**config.mk**
```make
export PLATFORM = sky130hd
export DESIGN_NAME = uart_cmd_parser_flat
export DESIGN_NICKNAME = d
export VERILOG_FILES = /design/src/rtl/uart_cmd_parser_pkg.sv /design/src/rtl/uart_cmd_parser_if.sv /design/src/rtl/uart_cmd_parser_idle_timer.sv /design/src/rtl/uart_cmd_parser.sv /design/src/flat_wrapper.sv
export SDC_FILE = /design/constraint.sdc
export NUM_CORES = 1
export LEC_CHECK = 0
export ABC_CLOCK_PERIOD_IN_PS = 2500
export CORE_AREA = 2 2 90 92
export CTS_CLUSTER_DIAMETER = 100
export DETAILED_ROUTE_END_ITERATION = 16
export DIE_AREA = 0 0 92 94
export GPL_TIMING_DRIVEN = 0
export PLACE_DENSITY_LB_ADDON = 0.08
export SYNTH_ARGS = -nofsm -noshare
export SYNTH_HDL_FRONTEND = slang
export SYNTH_SLANG_ARGS = --single-unit
export TNS_END_PERCENT = 1
```
**constraint.sdc**
```tcl
create_clock -name clk -period 2.5 [get_ports clk]
set_input_delay 0.5 -clock clk [delete_from_list [all_inputs] [get_ports clk]]
set_output_delay 0.5 -clock clk [all_outputs]
set_load 0.01 [all_outputs]
```
**src/rtl/uart_cmd_parser_pkg.sv**
```systemverilog
// Shared constants and state types for the UART command-line parser.
// The lowercase command-letter option is enabled by defining CMD_LOWERCASE_EN.
package uart_cmd_pkg;

  localparam logic [2:0] CMD_NONE      = 3'd0;
  localparam logic [2:0] CMD_START     = 3'd1;
  localparam logic [2:0] CMD_PAUSE     = 3'd2;
  localparam logic [2:0] CMD_CANCEL    = 3'd3;
  localparam logic [2:0] CMD_SET_TIME  = 3'd4;
  localparam logic [2:0] CMD_SET_POWER = 3'd5;

  localparam logic [7:0] ASC_CR   = 8'h0D;
  localparam logic [7:0] ASC_LF   = 8'h0A;
  localparam logic [7:0] ASC_ZERO = 8'h30;
  localparam logic [7:0] ASC_NINE = 8'h39;
  localparam logic [7:0] ASC_S    = 8'h53;
  localparam logic [7:0] ASC_P    = 8'h50;
  localparam logic [7:0] ASC_C    = 8'h43;
  localparam logic [7:0] ASC_T    = 8'h54;
  localparam logic [7:0] ASC_L    = 8'h4C;

  typedef enum logic [1:0] {
    RD_IDLE,
    RD_POP,
    RD_CAP
  } rd_state_t;

  typedef enum logic [1:0] {
    PS_EXP_CMD,
    PS_ARG,
    PS_EXP_TERM,
    PS_DISCARD
  } parse_state_t;

  function automatic logic is_term(input logic [7:0] b);
    return (b == ASC_CR) || (b == ASC_LF);
  endfunction

  function automatic logic is_digit(input logic [7:0] b);
    return (b >= ASC_ZERO) && (b <= ASC_NINE);
  endfunction

endpackage

```
**src/rtl/uart_cmd_parser_if.sv**
```systemverilog
// Bus between the receive FIFO, the command parser and the control FSM.
// Handshake: rd_uart is a one-cycle pulse issued only while rx_empty is low; r_data
// is valid the cycle after it. cmd_valid and err are one-cycle pulses, never together.
interface uart_cmd_parser_if #(
  parameter int DBIT = 8
);
  logic            rx_empty;
  logic [DBIT-1:0] r_data;
  logic            rd_uart;
  logic            cmd_valid;
  logic [2:0]      cmd_code;
  logic [6:0]      time_min;
  logic [5:0]      time_sec;
  logic [3:0]      power;
  logic            err;

  modport master (
    input  rx_empty, r_data,
    output rd_uart, cmd_valid, cmd_code, time_min, time_sec, power, err
  );

  modport slave (
    output rx_empty, r_data,
    input  rd_uart, cmd_valid, cmd_code, time_min, time_sec, power, err
  );
endinterface

```
**src/rtl/uart_cmd_parser_idle_timer.sv**
```systemverilog
// Idle counter that abandons a stalled partial line; done pulses when the count
// would reach TIMEOUT.
module cmd_idle_timer #(
  parameter int TW      = 24,
  parameter int TIMEOUT = 10_000_000
) (
  input  logic clk,
  input  logic rst,
  input  logic clr,
  input  logic en,
  output logic done
);
  localparam logic [TW-1:0] LAST = TW'(TIMEOUT - 1);

  logic [TW-1:0] cnt;

  always_ff @(posedge clk) begin
    if (rst || clr) begin
      cnt <= '0;
    end else if (en) begin
      cnt <= (cnt == LAST) ? '0 : cnt + TW'(1);
    end
  end

  assign done = en && !clr && (cnt == LAST);

endmodule

```
**src/rtl/uart_cmd_parser.sv**
```systemverilog
// Line-oriented ASCII command parser between the UART receive FIFO and the
// microwave control FSM. Define CMD_LOWERCASE_EN to accept lowercase command letters.
module uart_cmd_parser
  import uart_cmd_pkg::*;
#(
  parameter int DBIT    = 8,
  parameter int TIMEOUT = 10_000_000,
  parameter int TW      = 24
) (
  input  logic                clk,
  input  logic                rst,
  uart_cmd_parser_if.master   bus,
  output rd_state_t           dbg_rd_state,
  output parse_state_t        dbg_parse_state
);

  rd_state_t rd_state, rd_next;
  logic      rd_uart_q;
  logic      cap;

  always_ff @(posedge clk) begin
    if (rst) begin
      rd_state  <= RD_IDLE;
      rd_uart_q <= 1'b0;
    end else begin
      rd_state  <= rd_next;
      rd_uart_q <= (rd_next == RD_POP);
    end
  end

  always_comb begin
    rd_next = rd_state;
    case (rd_state)
      RD_IDLE: if (!bus.rx_empty) rd_next = RD_POP;
      RD_POP:  rd_next = RD_CAP;
      RD_CAP:  rd_next = bus.rx_empty ? RD_IDLE : RD_POP;
      default: rd_next = RD_IDLE;
    endcase
  end

  assign cap         = (rd_state == RD_CAP);
  assign bus.rd_uart = rd_uart_q;

  logic [DBIT-1:0] rx_byte;
  logic [7:0]      ch;
  logic [7:0]      letter;

  assign rx_byte = bus.r_data;
  assign ch      = rx_byte[7:0];
`ifdef CMD_LOWERCASE_EN
  assign letter = (ch >= 8'h61 && ch <= 8'h7A) ? (ch & 8'hDF) : ch;
`else
  assign letter = ch;
`endif

  parse_state_t    ps, ps_n;
  logic [2:0]      cnt_q, cnt_n;
  logic [3:0][3:0] dig_q, dig_n;
  logic [2:0]      pend_q, pend_n;
  logic            valid_q, valid_n, err_q, err_n;
  logic [2:0]      code_q, code_n;
  logic [6:0]      min_q, min_n;
  logic [5:0]      sec_q, sec_n;
  logic [3:0]      pow_q, pow_n;
  logic [2:0]      need;
  logic [6:0]      mins, secs;
  logic            tmr_clr, tmo;

  assign tmr_clr = cap || (ps == PS_EXP_CMD);

  cmd_idle_timer #(
    .TW      (TW),
    .TIMEOUT (TIMEOUT)
  ) u_timer (
    .clk  (clk),
    .rst  (rst),
    .clr  (tmr_clr),
    .en   (!tmr_clr),
    .done (tmo)
  );

  assign need = (pend_q == CMD_SET_TIME) ? 3'd4 : 3'd1;
  assign mins = 7'(dig_q[0]) * 7'd10 + 7'(dig_q[1]);
  assign secs = 7'(dig_q[2]) * 7'd10 + 7'(dig_q[3]);

  always_ff @(posedge clk) begin
    if (rst) begin
      ps      <= PS_EXP_CMD;
      cnt_q   <= '0;
      dig_q   <= '0;
      pend_q  <= CMD_NONE;
      valid_q <= 1'b0;
      err_q   <= 1'b0;
      code_q  <= CMD_NONE;
      min_q   <= '0;
      sec_q   <= '0;
      pow_q   <= 4'd9;
    end else begin
      ps      <= ps_n;
      cnt_q   <= cnt_n;
      dig_q   <= dig_n;
      pend_q  <= pend_n;
      valid_q <= valid_n;
      err_q   <= err_n;
      code_q  <= code_n;
      min_q   <= min_n;
      sec_q   <= sec_n;
      pow_q   <= pow_n;
    end
  end

  always_comb begin
    ps_n    = ps;
    cnt_n   = cnt_q;
    dig_n   = dig_q;
    pend_n  = pend_q;
    valid_n = 1'b0;
    err_n   = 1'b0;
    code_n  = code_q;
    min_n   = min_q;
    sec_n   = sec_q;
    pow_n   = pow_q;
    if (cap) begin
      case (ps)
        PS_EXP_CMD: begin
          if (!is_term(ch)) begin
            cnt_n = '0;
            case (letter)
              ASC_S: begin pend_n = CMD_START;     ps_n = PS_EXP_TERM; end
              ASC_P: begin pend_n = CMD_PAUSE;     ps_n = PS_EXP_TERM; end
              ASC_C: begin pend_n = CMD_CANCEL;    ps_n = PS_EXP_TERM; end
              ASC_T: begin pend_n = CMD_SET_TIME;  ps_n = PS_ARG;      end
              ASC_L: begin pend_n = CMD_SET_POWER; ps_n = PS_ARG;      end
              default: begin err_n = 1'b1; ps_n = PS_DISCARD; end
            endcase
          end
        end
        PS_ARG: begin
          if (is_digit(ch)) begin
            dig_n[cnt_q[1:0]] = ch[3:0];
            cnt_n = cnt_q + 3'd1;
            if (cnt_n == need) ps_n = PS_EXP_TERM;
          end else begin
            // A premature terminator ends the line itself, so no discard is needed.
            err_n = 1'b1;
            cnt_n = '0;
            ps_n  = is_term(ch) ? PS_EXP_CMD : PS_DISCARD;
          end
        end
        PS_EXP_TERM: begin
          if (is_term(ch)) begin
            ps_n = PS_EXP_CMD;
            if (pend_q == CMD_SET_TIME && secs > 7'd59) begin
              err_n = 1'b1;
            end else if (pend_q == CMD_SET_POWER && dig_q[0] == 4'd0) begin
              err_n = 1'b1;
            end else begin
              valid_n = 1'b1;
              code_n  = pend_q;
              if (pend_q == CMD_SET_TIME) begin
                min_n = mins;
                sec_n = secs[5:0];
              end
              if (pend_q == CMD_SET_POWER) pow_n = dig_q[0];
            end
          end else begin
            err_n = 1'b1;
            ps_n  = PS_DISCARD;
          end
        end
        PS_DISCARD: if (is_term(ch)) ps_n = PS_EXP_CMD;
        default: ps_n = PS_EXP_CMD;
      endcase
    end else if (tmo) begin
      err_n = (ps != PS_DISCARD);
      ps_n  = PS_EXP_CMD;
      cnt_n = '0;
    end
  end

  assign bus.cmd_valid = valid_q;
  assign bus.err       = err_q;
  assign bus.cmd_code  = code_q;
  assign bus.time_min  = min_q;
  assign bus.time_sec  = sec_q;
  assign bus.power     = pow_q;

  assign dbg_rd_state    = rd_state;
  assign dbg_parse_state = ps;

endmodule

```
**src/flat_wrapper.sv**
```systemverilog
// flat-port wrapper written by rule: the top's interface ports become plain ports
module uart_cmd_parser_flat import uart_cmd_pkg::*;
#(
  parameter int DBIT    = 8,
  parameter int TIMEOUT = 10_000_000,
  parameter int TW      = 24
)
  (clk, rst, dbg_rd_state, dbg_parse_state, bus_rx_empty, bus_r_data, bus_rd_uart, bus_cmd_valid, bus_cmd_code, bus_time_min, bus_time_sec, bus_power, bus_err);
  uart_cmd_parser_if #(.DBIT(DBIT)) bus_i ();
  input  logic clk;
  input  logic rst;
  output rd_state_t dbg_rd_state;
  output parse_state_t dbg_parse_state;
  input wire logic [$bits(bus_i.rx_empty)-1:0] bus_rx_empty;
  input wire logic [$bits(bus_i.r_data)-1:0] bus_r_data;
  output wire logic [$bits(bus_i.rd_uart)-1:0] bus_rd_uart;
  output wire logic [$bits(bus_i.cmd_valid)-1:0] bus_cmd_valid;
  output wire logic [$bits(bus_i.cmd_code)-1:0] bus_cmd_code;
  output wire logic [$bits(bus_i.time_min)-1:0] bus_time_min;
  output wire logic [$bits(bus_i.time_sec)-1:0] bus_time_sec;
  output wire logic [$bits(bus_i.power)-1:0] bus_power;
  output wire logic [$bits(bus_i.err)-1:0] bus_err;
  assign bus_i.rx_empty = bus_rx_empty;
  assign bus_i.r_data = bus_r_data;
  assign bus_rd_uart = bus_i.rd_uart;
  assign bus_cmd_valid = bus_i.cmd_valid;
  assign bus_cmd_code = bus_i.cmd_code;
  assign bus_time_min = bus_i.time_min;
  assign bus_time_sec = bus_i.time_sec;
  assign bus_power = bus_i.power;
  assign bus_err = bus_i.err;
  uart_cmd_parser #(.DBIT(DBIT), .TIMEOUT(TIMEOUT), .TW(TW)) u_core (.clk(clk), .rst(rst), .bus(bus_i), .dbg_rd_state(dbg_rd_state), .dbg_parse_state(dbg_parse_state));
endmodule
```
Word level (Yosys, flattened, before mapping) --
Cells that the tools add are included.
Storage, ports and cells: bits in registers 73, input bits 11, output and inout port bits 27, word-level logic and storage cells 112
Cells by class: add/subtract/negate cells 4, $mul 2, $lt $le $gt $ge 5, equality and inequality tests 22, mux-type cells 33, bitwise logic cells 5, reduce and logical (&&, ||, !) cells 25
Operators with widths (number):
- $eq 8x7->1 const B | 5
- $add 24x1->24 const B | 1
- $eq 24x24->1 const B | 1
- $mux 24 | 1
- $bwmux 16 | 1
- $eq 8x4->1 const B | 2
- $mux 2 | 8
- $mux 3 | 5
- $pmux 3 s5 | 1
- $add 7x4->7 | 2
- $mul 4x3->6 const B | 2
- $reduce_and 6->1 | 2
- $mux 1 | 10
- $reduce_or 5->1 | 2
- $ne 3x3->1 const B | 3
- $demux 4 s2 | 1
- $ge 8x6->1 const B | 1
- $le 8x6->1 const B | 1
- $pmux 2 s4 | 1
- $reduce_and 4->1 | 2
- $gt 7x6->1 const B | 1
- $eq 2x1->1 const B | 3
- $eq 2x2->1 const B | 3
- $eq 3x3->1 const B | 2
- other kinds (23) | 35

Depth between registers and ports, before layout --
Gate-level depths: netlist of run 1.
word-level depth 8, gate-level depth with buffers 11

Hierarchy --
A second synthesis of run 1 with hierarchy kept.
Second synthesis, totals: cell total of the unflattened synthesis 462, area, all modules 3993.8 um^2
By module, submodules not included:
- uart_cmd_parser | instances 1, cells an instance 332, area each 2846.5 um^2
- cmd_idle_timer | instances 1, cells an instance 130, area each 1147.4 um^2

Worst setup path before layout of run 1 --
OpenSTA, ideal clock, no wires.
path kind reg2reg, from register u_core.dig_q[9] (netlist bit), to register u_core.sec_q[2], in the netlist u_core.bus.time_sec[2], setup time 0.128 ns, arrival time 2.503 ns, required time 2.372 ns, slack -0.131 ns, cell stages (with the launch flop) 11, buffers on the path 1, clock period less this slack 2.631 ns, cell sequence dfxtp_1 > ha_1 > ha_1 > inv_1 > fa_1 > xor2_1 > a221o_1 > a21oi_4 > buf_6 > mux2i_1 > nor2_1
On the way: longest elaborated chain between the ends 6
RTL lines:
- start: declaration | RTL line uart_cmd_parser.sv:58 | logic [3:0][3:0] dig_q, dig_n;
- start signal: assignment | RTL line uart_cmd_parser.sv:101 | dig_q <= dig_n;
- $mul 4x3->6 (*) | RTL line uart_cmd_parser.sv:84 | assign secs = 7'(dig_q[2]) * 7'd10 + 7'(dig_q[3]);
- $add 7x4->7 (*) | RTL line uart_cmd_parser.sv:84
- $gt 7x6->1 | RTL line uart_cmd_parser.sv:153 | if (pend_q == CMD_SET_TIME && secs > 7'd59) begin
- $logic_and 1x1->1 | RTL line uart_cmd_parser.sv:153
- $not 1->1 (no line)
- $reduce_and 6->1 (no line)
- end signal: assignment | RTL line uart_cmd_parser.sv:107 | sec_q <= sec_n;
- end: declaration | RTL line uart_cmd_parser.sv:63 | logic [5:0] sec_q, sec_n;
Mark *: on every way between the ends. The rest lies on a longest branch, timed or not. A chain may end at the register's enable or synchronous reset.

Final worst setup path of run 1 --
from register u_core.dig_q[11] (netlist bit), to register u_core.min_q[2], in the netlist u_core.bus.time_min[2]
On the way: longest elaborated chain between the ends 6
RTL lines:
- $mul 4x3->6 | RTL line uart_cmd_parser.sv:84
- $add 7x4->7 | RTL line uart_cmd_parser.sv:84
- $gt 7x6->1 | RTL line uart_cmd_parser.sv:153
- $logic_and 1x1->1 | RTL line uart_cmd_parser.sv:153
- $not 1->1 (no line)
- $reduce_and 6->1 (no line)
- end signal: assignment | RTL line uart_cmd_parser.sv:106 | min_q <= min_n;
- end: declaration | RTL line uart_cmd_parser.sv:62 | logic [6:0] min_q, min_n;
Every way passes these cells.

==> summary.txt, run 1 <==
Final Hold Fails = 0
Vias in the first global route = 2890
Crit end category = flip-flop
Worst path max stage delay = 450 ps
# setup viols final = 15
GR Util All Layers = 20.47%
Most frequent cells in the layout = 71 x dfxtp_1, 61 x nor2_1, 35 x nand2_1
Critical path's slowest cell = fa_2
H-tree levels = 3
Register area share after synthesis = 39.02%
Slew @ Worst Pin = 783.1 ps
Final min period = 2591 ps
First-pass DRT Iterations = 6
Max VDD drop = 346.7 uV
Row Count = 32
Primary FF master, synth = dfxtp_1
Failing checks = setup timing
Slew HR = 47.68%
Congestion Overflow GR = 0
Crit Path Class = flip-flop to flip-flop
Min-Delay Path Class = primary input to flip-flop
Yosys top cell by area = dfxtp_1
I/O Buffers = 34
Fin. max-slew vios = 0
Iter 0 DRT Violations = 123
Async SR Flop Fraction = 0%
Period utilisation layout = 103.6%
Fmax = 386.0 MHz
Post-route setup slack = -90.87 ps
Detail Route Antenna Nets = 0
Pwr Density = 507.1 nW/um^2
Vias per inst = 5.375
Die width = 92 um
Net Sw Power = 493.1 uW
Clock Skew = 8.284 ps
Flop-to-flop setup slack = -90 ps
TritonCTS clock tree = yes
Largest net degree at the start of global routing = 13
Layout cells sized above 1 = 13.33%
Starting Density = 49.23%
DRC viols = 0
Internal power = 1.848 mW
Leading cell type in the layout, fill and taps excluded = dfxtp_1
Gpl congestion = 0.8567
CP Launch Type = flip-flop
Fin util = 60.69%
Fin Setup TNS = -603.3 ps
Worst EP arrival = 2850 ps
Syn nets = 456
Routed WL per cell = 14.22 um
FF+latch count, synth = 73
Netlist cell types = 55
Clock power frac = 46.8%
Core ar. = 7607 sq um
Num Clock Sinks = 73
Area contributors post-synth = dfxtp_1 39%, mux2i_1 6.1%, nor2_1 6.1%, ha_1 5.7%, xor2_1 4.2%
Critical path, cell by cell = ha_4, ha_4, inv_2, fa_2, buf_4, xor2_2, a31oi_2, a21oi_4, buf_2, buf_4, a211oi_1
Max-Cap Viols = 0
Dpl hpwl = 5.893 mm
Mean post-synth cell area = 8.832 sq um
CP Max Fanout = 4
Die height = 94 um
Clock slew at reported path FFs = 70 ps
Status = finished with violations
Routed vias = 3128
Initial antenna violation count = 0
CTS max path bufs = 2
Unrepaired setup endpoints after global routing = true
First-pass GRT wire length = 13.93 mm
Die area = 8648 sq um
Combinational share of power = 3.4%
Ys Warns = 0
Skew-Pair Late Insertion Delay = 350 ps
CTS buffer count = 9
Nets = 508
Number of synthesized flops with an enable pin = 0
Switching fraction of total power = 21.06%
Area grow syn2layout = 23.29%
IO Count = 38
CP required = 2760 ps
ANT cells = 0
Final Power = 2.341 mW
Mapped Area = 3745 sq um
Hold buffers post-CTS = 0
Leakage Power = 1.673 nW
Part of the power in registers = 49.7%
Share of the synthesized area in the top cell type = 39.02%
Syn Inst Count = 424
Final wirelength = 8.276 mm
Root Buffer = clkbuf_8
==> final cells by class <==
class,instances,area [sq um]
Timing Repair Buffer,42,404.1
Inverter,11,41.29
Sequential cell,73,1469
Clock buffer,9,123.9
Clock inverter,6,107.6
Fill cell,706,2990
Tap cell,102,127.6
Multi-Input combinational cell,320,2242
Buffer,19,101.3
==> critical path: cells and delay by family (launching register included) <==
family	cells	cell delay, ps
buf+inv	4	540
xor+xnor	1	170
fa+ha+maj	3	840
compound gates	3	610
flops	1	360
==> kinds of logic (layout without fill, tap and decap cells) <==
kind of cell | after synthesis | count (layout) | share of synthesized area, %
AND/OR/NAND/NOR | 185 | 185 | 24.86
flip-flops | 73 | 73 | 39.02
AO/OA/AOI/OAI | 55 | 55 | 9.757
XOR/XNOR | 34 | 34 | 7.952
buffers and inverters | 31 | 87 | 3.842
multiplexers | 25 | 25 | 6.749
adder cells (fa/ha/maj) | 21 | 21 | 7.818
==> registers in the layout (all words and copies together), names as in the netlist <==
| register | flops |
|---|---|
| u_core.bus.power | 4 |
| u_core.u_timer.cnt | 24 |
| u_core.cnt_q | 3 |
| u_core.dbg_rd_state | 2 |
| u_core.dbg_parse_state | 2 |
| u_core.bus.cmd_code | 3 |
| u_core.bus.time_min | 7 |
| u_core.bus.time_sec | 6 |
| u_core.bus.err | 1 |
| u_core.pend_q | 3 |
| u_core.bus.rd_uart | 1 |
| u_core.bus.cmd_valid | 1 |
| u_core.dig_q | 16 |
==> final timing paths <==
kind / start / end / depth (start not counted)
setup / recovery: u_core.dig_q[11] / u_core.bus.time_min[2] / 11
hold reg to reg: u_core.u_timer.cnt[0] / u_core.u_timer.cnt[0] / 1
setup reg to reg: u_core.dig_q[11] / u_core.bus.time_min[2] / 11
hold / removal: bus_r_data[3] / u_core.dig_q[11] / 3
==> power groups by stage <==
stage	Clock [mW]	Sequential [mW]	Combinational [mW]
4_1_cts	1.12	1.16	0.0807
5_1_grt	1.17	1.16	0.0866
3_5_place_dp	0	1.19	0.0807
3_3_place_gp	0	1.19	0.0798
6_report	1.10	1.16	0.0804
2_1_floorplan	0	1.19	0.0419
==> routing by layer <==
metal	track usage (%)	routed length, um	vias up
met5	0	0	-
met4	9.328	119	0
met3	3.852	342	10
met2	31.31	3672	63
met1	28.09	4141	1475
li1	-	-	1580
==> through the flow <==
stage | instance area [sq um] | setup WS, ps | std cells | hold WS [ps]
detailed placement | 4243 | -777.8 | 560 | 435.7
finish | 4617 | -90.87 | 582 | 437.5
global placement | 4243 | -775.5 | 560 | 428.7
global route | 4617 | -192.0 | 582 | 439.4
CTS | 4539 | -37.46 | 580 | 425.4
floorplan | 3775 | -64.93 | 424 | 413.0
==> cells in the mapped netlist (3+ instances only) <==
master / n
dfxtp_1: 73
nor2_1: 61
nand2_1: 35
nand3_1: 27
a21oi_1: 25
mux2i_1: 23
xor2_1: 18
ha_1: 17
xnor2_1: 16
clkbuf_1: 12
inv_1: 11
nand4_1: 7
nor3_1: 7
o21ai_0: 7
nand2b_1: 6
or3_1: 6
a211oi_1: 5
and3_1: 5
buf_2: 4
fa_1: 4
or4_1: 4
a31oi_1: 3
nor2b_1: 3
nor3b_1: 3
==> repair_timing <==
item | CTS | global route
pin swaps | 5 | 4
gates resized for setup | 8 | 12
setup buffers | 5 | 2
setup endpoints to repair | 35 | 37
cloned | 0 | 1
(Power assumes the default switching activity.)
==> inputs of run 2 (changes only) <==
--- a/constraint.sdc
+++ b/constraint.sdc
@@ -3,2 +3,2 @@
 set_output_delay 0.5 -clock clk [all_outputs]
-set_load 0.01 [all_outputs]
+set_load 0.05 [all_outputs]
==> summary.txt, run 2 (synthesized netlist as in run 1, its figures left out) <==
Status = finished with violations
DRC viols = 0
Vias per inst = 5.344
CTS buffer count = 9
Layout cells sized above 1 = 12.73%
Core ar. = 7607 sq um
Max-Cap Viols = 0
Vias in the first global route = 2931
Leakage Power = 1.638 nW
I/O Buffers = 34
Placed Instances = 560
Final Hold Fails = 0
First-pass DRT Iterations = 4
Fin util = 59.82%
Leading cell type in the layout, fill and taps excluded = dfxtp_1
Most frequent cells in the layout = 71 x dfxtp_1, 61 x nor2_1, 35 x nand2_1
Iter 0 DRT Violations = 130
Routed WL per cell = 14.29 um
Final Power = 2.202 mW
Final min period = 2539 ps
Pwr Density = 484.0 nW/um^2
CP required = 2720 ps
ANT cells = 0
Crit end category = flip-flop
Flop-to-flop setup slack = -40 ps
Crit Path Class = primary input to flip-flop
Final wirelength = 8.302 mm
Routed vias = 3105
Worst r2r dst = u_core.bus.time_sec[0]
Area grow syn2layout = 21.52%
Die area = 8648 sq um
Post-route setup slack = -39.36 ps
Max reg flops = 24
Clock slew at reported path FFs = 90 ps
Nets = 506
Starting Density = 49.23%
First-pass GRT wire length = 14.19 mm
Fillers = 722
Largest net degree at the start of global routing = 15
CP Max Fanout = 7
Min-Delay Path Class = flip-flop to flip-flop
CP Launch Type = primary input
Worst EP arrival = 2760 ps
Num Clock Sinks = 73
Layout Cells excl Fill = 581
Congestion Overflow GR = 0
Critical hold path startpoint = u_core.u_timer.cnt[0]
Root Buffer = clkbuf_8
GR Util All Layers = 20.49%
Dpl hpwl = 5.903 mm
Die height = 94 um
Fmax = 393.8 MHz
Hold WS = 448.8 ps
Slew @ Worst Pin = 787.3 ps
Number of cells on the worst reg-to-reg path = 10
Clock Skew = 10.03 ps
Slew HR = 47.40%
Unrepaired setup endpoints after global routing = true
Period utilisation layout = 101.6%
Gpl congestion = 0.8613
IO Count = 38
H-tree levels = 3
Failing checks = setup timing
Max VDD drop = 287.9 uV
Worst reg2reg startpoint = u_core.dig_q[9]
# setup viols final = 12
Row Count = 32
Detail Route Antenna Nets = 0
CTS max path bufs = 2
TritonCTS clock tree = yes
Worst Hold Path EP = u_core.u_timer.cnt[0]
Die width = 92 um
Fin. max-slew vios = 0
Skew-Pair Late Insertion Delay = 340 ps
Top reg by flops = u_core.u_timer.cnt
Hold depth = 1
Initial antenna violation count = 0
## run 2: cell count changes in the layout (fill, tap and decap cells not counted), moves of 2 or more
| cell | delta |
|---|---|
| ha_1 | +2 |
| inv_6 | +2 |
| bufinv_16 | -2 |
| clkinv_4 | +2 |
| buf_4 | -2 |
## run 2: where the power goes
part           internal, mW  switching (mW)
clock network         0.470           0.478
logic                0.0325          0.0586
registers              1.16         0.00199
total                  1.66           0.538
## run 2: worst max-delay path by stage
stage                        endpoint       startpoint  slack (ps)  cells past startpoint
3_5_place_dp   u_core.bus.time_sec[0]    bus_r_data[4]        -800                      8
5_1_grt        u_core.bus.time_min[6]  u_core.dig_q[8]        -160                      9
4_1_cts        u_core.bus.time_sec[0]  u_core.dig_q[9]         -30                     10
2_1_floorplan  u_core.bus.time_min[4]  u_core.dig_q[9]         -80                     10
6_report       u_core.bus.time_sec[0]    bus_r_data[7]         -40                      9
3_3_place_gp   u_core.bus.time_min[4]    bus_r_data[4]        -780                      8
## run 2: worst max-delay path, stage by stage
cell and delay, ps:
clkdlybuf4s50_1 470, or4b_4 570, a211oi_4 170, buf_6 160
nand4_1 180, a21oi_4 280, buf_6 170, mux2i_1 180
nor2_1 60
## run 2: metal layers
layer | global-route usage (%) | wire length (um) | up-vias
met5 | 0 | 0 | -
met3 | 3.692 | 370 | 8
met4 | 6.468 | 74 | 0
li1 | - | - | 1572
met2 | 30.94 | 3682 | 54
met1 | 29.70 | 4174 | 1471
## run 2: final cells by class
type | instances | area, sq um | area share [%]
Multi-Input combinational cell | 320 | 2220 | 48.78
Timing Repair Buffer | 39 | 384.1 | 8.441
Clock buffer | 9 | 123.9 | 2.722
Buffer | 20 | 107.6 | 2.365
Sequential cell | 73 | 1469 | 32.28
Tap cell | 102 | 127.6 | 2.805
Clock inverter | 7 | 77.57 | 1.705
Inverter | 11 | 41.29 | 0.9073
## run 2: repair_timing
| action | 4_1_cts | 5_1_grt |
|---|---|---|
| hold buffers | 0 | 0 |
| pin swaps | 5 | 3 |
| gates resized for setup | 12 | 8 |
| endpoints found under the setup margin | 37 | 36 |
| buffers inserted | 4 | 0 |
| endpoints found under the hold margin | 0 | 0 |
| cloned | 1 | 0 |
## run 2: stage by stage
stage	cell area, sq um	setup TNS (ps)	worst slack, ps
floorplan	3775	-492.5	-75.30
global placement	4243	-22380	-776.2
detailed placement	4243	-23130	-801.4
CTS	4521	-105.6	-32.60
global route	4551	-2010	-162.5
finish	4551	-262.4	-39.36
